File: src/rtl/wbs_reg_responder.sv
// Wishbone pipelined slave serving tagged bursts against a small 8-bit register file.
// Each accepted beat gets exactly one registered ack or err on the following cycle.
module wbs_reg_responder #(
  parameter int unsigned REG_DEPTH = 16
) (
  input  logic       clk,
  input  logic       rst,
  input  logic       wbs_cyc_i,
  input  logic       wbs_stb_i,
  input  logic       wbs_we_i,
  input  logic [9:0] wbs_adr_i,
  input  logic [7:0] wbs_tga_i,
  input  logic [7:0] wbs_dat_i,
  input  logic       wbs_tgc_i,
  output logic [7:0] wbs_dat_o,
  output logic       wbs_stall_o,
  output logic       wbs_ack_o,
  output logic       wbs_err_o
);

  localparam int unsigned IdxW   = (REG_DEPTH > 1) ? $clog2(REG_DEPTH) : 1;
  localparam logic [11:0] DepthL = 12'(REG_DEPTH);

  typedef enum logic [1:0] {StIdle, StBurst, StDone} state_e;

  state_e           state_q, state_d;
  logic [10:0]      addr_q, addr_d;
  logic [7:0]       cnt_q, cnt_d;
  logic             we_q, we_d;
  logic             tgc_q, tgc_d;
  logic             ack_q, ack_d;
  logic             err_q, err_d;
  logic [7:0]       dat_q, dat_d;
  logic [7:0]       regs_q [REG_DEPTH];

  logic             accept;
  logic             stall;
  logic [10:0]      beat_addr;
  logic             beat_we;
  logic             beat_tgc;
  logic             beat_ok;
  logic             wr_en;
  logic [IdxW-1:0]  idx;
  logic [7:0]       rd_data;

  assign stall  = (state_q == StDone);
  assign accept = wbs_cyc_i & wbs_stb_i & ~stall;

  // The first beat uses the bus directly; later beats use the latched burst context.
  always_comb begin
    beat_addr = addr_q;
    beat_we   = we_q;
    beat_tgc  = tgc_q;
    if (state_q == StIdle) begin
      beat_addr = {1'b0, wbs_adr_i};
      beat_we   = wbs_we_i;
      beat_tgc  = wbs_tgc_i;
    end
  end

  assign beat_ok = beat_tgc & ({1'b0, beat_addr} < DepthL);
  assign idx     = beat_addr[IdxW-1:0];
  assign rd_data = beat_ok ? regs_q[idx] : 8'h00;
  assign wr_en   = accept & beat_ok & beat_we;

  always_comb begin
    state_d = state_q;
    addr_d  = addr_q;
    cnt_d   = cnt_q;
    we_d    = we_q;
    tgc_d   = tgc_q;
    ack_d   = 1'b0;
    err_d   = 1'b0;
    dat_d   = 8'h00;

    unique case (state_q)
      StIdle: begin
        if (accept) begin
          addr_d  = {1'b0, wbs_adr_i} + 11'd1;
          cnt_d   = wbs_tga_i;
          we_d    = wbs_we_i;
          tgc_d   = wbs_tgc_i;
          state_d = (wbs_tga_i == 8'd0) ? StDone : StBurst;
        end
      end
      StBurst: begin
        if (!wbs_cyc_i) begin
          state_d = StIdle;
        end else if (accept) begin
          addr_d = addr_q + 11'd1;
          cnt_d  = cnt_q - 8'd1;
          if (cnt_q == 8'd1) state_d = StDone;
        end
      end
      StDone: begin
        if (!wbs_cyc_i) state_d = StIdle;
      end
      default: state_d = StIdle;
    endcase

    if (accept) begin
      ack_d = beat_ok;
      err_d = ~beat_ok;
      dat_d = (beat_ok && !beat_we) ? rd_data : 8'h00;
    end
  end

  always_ff @(posedge clk or posedge rst) begin
    if (rst) begin
      state_q <= StIdle;
      addr_q  <= '0;
      cnt_q   <= '0;
      we_q    <= 1'b0;
      tgc_q   <= 1'b0;
      ack_q   <= 1'b0;
      err_q   <= 1'b0;
      dat_q   <= '0;
      for (int i = 0; i < int'(REG_DEPTH); i++) regs_q[i] <= 8'h00;
    end else begin
      state_q <= state_d;
      addr_q  <= addr_d;
      cnt_q   <= cnt_d;
      we_q    <= we_d;
      tgc_q   <= tgc_d;
      ack_q   <= ack_d;
      err_q   <= err_d;
      dat_q   <= dat_d;
      if (wr_en) regs_q[idx] <= wbs_dat_i;
    end
  end

  assign wbs_stall_o = stall;
  assign wbs_ack_o   = ack_q;
  assign wbs_err_o   = err_q;
  assign wbs_dat_o   = dat_q;

endmodule

File: config.mk
export PLATFORM = sky130hd
export DESIGN_NAME = wbs_reg_responder
export DESIGN_NICKNAME = d
export VERILOG_FILES = /design/src/rtl/wbs_reg_responder.sv
export SDC_FILE = /design/constraint.sdc
export NUM_CORES = 1
export LEC_CHECK = 0
export BUFFER_PORTS_ARGS = -buffer_cell sky130_fd_sc_hd__buf_4
export CAP_MARGIN = 30
export CORE_AREA = 3 3 130 194
export CTS_CLUSTER_DIAMETER = 100
export CTS_CLUSTER_SIZE = 24
export DETAILED_ROUTE_END_ITERATION = 8
export DIE_AREA = 0 0 133 197
export PLACE_DENSITY = 0.62
export SLEW_MARGIN = 20
export SYNTH_ARGS = -nofsm -noshare
export SYNTH_HDL_FRONTEND = slang
export SYNTH_SLANG_ARGS = --single-unit
export TNS_END_PERCENT = 30
File: constraint.sdc
create_clock -name clk -period 15.35 [get_ports clk]
set_input_delay 2.3025 -clock clk [delete_from_list [all_inputs] [get_ports clk]]
set_output_delay 2.3025 -clock clk [all_outputs]
set_load 0.03 [all_outputs]
==> flow_metrics.tcl <==
set metrics [dict create \
    netlist-cell-type-count 56 \
    seqPwrFrac 0.453 \
    synth.cell_area_um2 8240 \
    period_share 0.299 \
    dieWidth_um 133 \
    cts_tree "built" \
    regArea_um2 4030 \
    p_int_uw 713 \
    dp_slack_ns 10.35 \
    die_h_um 197 \
    drt_wl_total_um 20500 \
    drive_gt1_frac 0.310 \
    outcome "finished clean" \
    fillCellCount 2278 \
    synth_cells 756 \
    grt_max_degree 100 \
    path_common_cell "buf_4" \
    cpLargestDelayFamily "simple AND/OR/NAND/NOR gates" \
    crit_path_start_kind "primary input" \
    cp.buffers_inverters 2 \
    power_density_nw_per_um2 107 \
    netlist.area_leader.share 0.489 \
    track_usage 0.160 \
    critPathKind "primary input to flip-flop" \
    core_um2 23700 \
    p_switching_uw 291 \
    drtIter0Drc 410 \
    drc 0 \
    multiInputGateArea_um2 3980 \
    period_minus_slack_ns 4.58 \
    avgRoutedWirePerCell_um 18.4 \
    hold_class "flip-flop to flip-flop" \
    antenna_found_initial 0 \
    finalPower_mw 1.00 \
    peakVddDrop_uv 57.6 \
    combPwrFrac 0.138 \
    async_reset_ff_frac 1.00 \
    layout.nets 813 \
    vias 5964 \
    hp-start "regs_q[90]$_DFFE_PP0P_" \
    reg2regPathDepth 6 \
    rr_endpoint "regs_q[5]$_DFFE_PP0P_" \
    critical_path.cell_chain "buf_4, nor4_1, nand3_1, o31a_1, buf_4, nand4b_1, nor2b_1, mux2_2" \
    max_freq_mhz 218 \
    synth_nets 791 \
    firstDrtPassIters 5 \
    synth_common_cells "dfrtp_1 (161), nand2_1 (141), mux2_2 (136), nand3_1 (35), nor2_1 (27)" \
    setup_ws_ns 10.77 \
    initial_core_util 0.347 \
    cpMaxStageDelayCell "nor2b_1" \
    place_congestion 0.824 \
    seq_area_frac_synth 0.489 \
    ys_ff_latch 161 \
    holdPathEnd "regs_q[90]$_DFFE_PP0P_" \
    ctsResizeCount 0 \
    rsz0062_at_grt "false" \
    dp.cells 1077 \
    path_clk_slew_ns 0.06 \
    overflow 0 \
    portBuffers 42 \
    synthTopCellsByArea "dfrtp_1 (49%), mux2_2 (19%), nand2_1 (6.4%)" \
    synth_top_area_cell "dfrtp_1" \
    place_hpwl_um 13400 \
    setup_viol 0 \
    postCtsSetupRepairBufs 0 \
    io_pins 43 \
    yosys_warnings 0 \
    hold_viol_final 0 \
    hold_buffers 0 \
    hold_depth 1 \
    htreeDepth 4 \
    worst_pin_slew_ns 0.938 \
    swShare 0.290 \
    clock_path_buffers 2 \
    grt_pass1_vias 5927 \
    grt_pass1_wl_um 33100 \
    cp_max_fo 14 \
    relSlewSlack 0.370 \
    worstSetupEndpointType "flip-flop" \
    cts_sinks 161 \
    synth_most_common_cell "dfrtp_1" \
    area_growth_pct 14.3 \
    die_area_um2 26200 \
    worstSkewPairLatency_ns 0.43 \
    synth.avg_cell_area_um2 10.9 \
    finalMaxSlewViolations 0 \
    fin_worst_skew_ns 0.00845 \
    worst_ep_required_time_ns 15.66 \
    diodes 0 \
    critical_path_arrival_ns 4.89 \
    crit_path_max_incr_delay_ns 0.69 \
    hold_slack_ns 0.504 \
    maxCapViolations 0 \
    core.rowCount 69 \
    numCtsBuffers 17 \
    ant_nets 0 \
    rr_startpoint "state_q[0]$_DFFE_PP0P_" \
    fin_cells 1110 \
    routed_via_density 5.37 \
    power_leakage_nw 4.27 \
    pwr-share-clk 0.410 \
    root_buffer "clkbuf_16" \
    synth_edf_count 0 \
    r2r_slack_ns 11.56 \
    fin_setup_tns_ns 0 \
    synth_top_flop_cell "dfrtp_1" \
]
[layout make-up]
type | count | area share
inverters | 5 | 0.00252
multi-input cells | 540 | 0.423
clock inverters | 13 | 0.0133
repair buffers | 53 | 0.0444
well taps | 319 | 0.0424
flip-flops and latches | 161 | 0.428
clock buffers | 19 | 0.0470
[power by group through the flow]
stage               combinational, mW  clock, mW  sequential [mW]
floorplan                      0.0999          0            0.453
global placement                0.137          0            0.461
detailed placement              0.139          0            0.462
CTS                             0.139      0.421            0.454
global route                    0.152      0.436            0.456
finish                          0.138      0.411            0.454
[through the flow]
stage                     area [um^2]   util
final                            9420  0.397
after global routing             9420  0.397
after CTS                        9390  0.395
after detailed placement         8820  0.372
after global placement           8820  0.372
after floorplan                  8240      -
[worst max-delay path by stage]
| stage | from | to | slack (ns) | cells past startpoint |
|---|---|---|---|---|
| 3_5_place_dp | wbs_adr_i[7] | regs_q[5]$_DFFE_PP0P_ | 10.35 | 8 |
| 3_3_place_gp | wbs_adr_i[7] | regs_q[7]$_DFFE_PP0P_ | 10.41 | 8 |
| 2_1_floorplan | rst | addr_q[0]$_DFFE_PP0P_ | 8.70 | 1 |
| 6_report | wbs_adr_i[7] | regs_q[5]$_DFFE_PP0P_ | 10.77 | 8 |
| 4_1_cts | wbs_adr_i[7] | regs_q[5]$_DFFE_PP0P_ | 10.80 | 8 |
| 5_1_grt | wbs_adr_i[7] | regs_q[5]$_DFFE_PP0P_ | 10.63 | 8 |
[state kept, by name, summed over array words and instances (netlist names)]
name       flops
cnt_q          8
regs_q       128
tgc_q          1
wbs_err_o      1
we_q           1
wbs_ack_o      1
addr_q        11
wbs_dat_o      8
state_q        2
[metal layers]
metal	vias up	GRT usage	share of wire
met5	-	0	0
met4	0	0.0651	0.029
met3	35	0.0255	0.035
met2	123	0.281	0.52
met1	3032	0.196	0.42
li1	2774	-	-
[cells by family after synthesis]
group	share of synthesized area
mux	0.219
buf+inv	0.0296
xor+xnor	0.00106
flops	0.489
simple gates	0.168
fa+ha+maj	0.00456
compound gates	0.0885
[cell usage in the layout (no fill, tap or decap), types with 3 or more instances in the layout]
cell type,instances
clkinv_2,3
nor2_1,27
inv_1,3
a221oi_1,3
a31oi_1,5
nor2b_1,5
nor4_1,6
nand3_1,35
o211ai_1,12
mux2i_1,25
mux2_2,136
a311oi_1,6
dfrtp_1,161
a2111oi_0,3
clkbuf_16,17
o22ai_1,4
nand4_1,15
o21ai_0,19
nor4_4,12
nor3_1,5
a22oi_1,5
nand2b_1,6
a21oi_1,25
buf_4,52
a31o_2,5
ha_1,3
nand2_1,141
inv_6,6
Power figures use the tool's default switching activity.
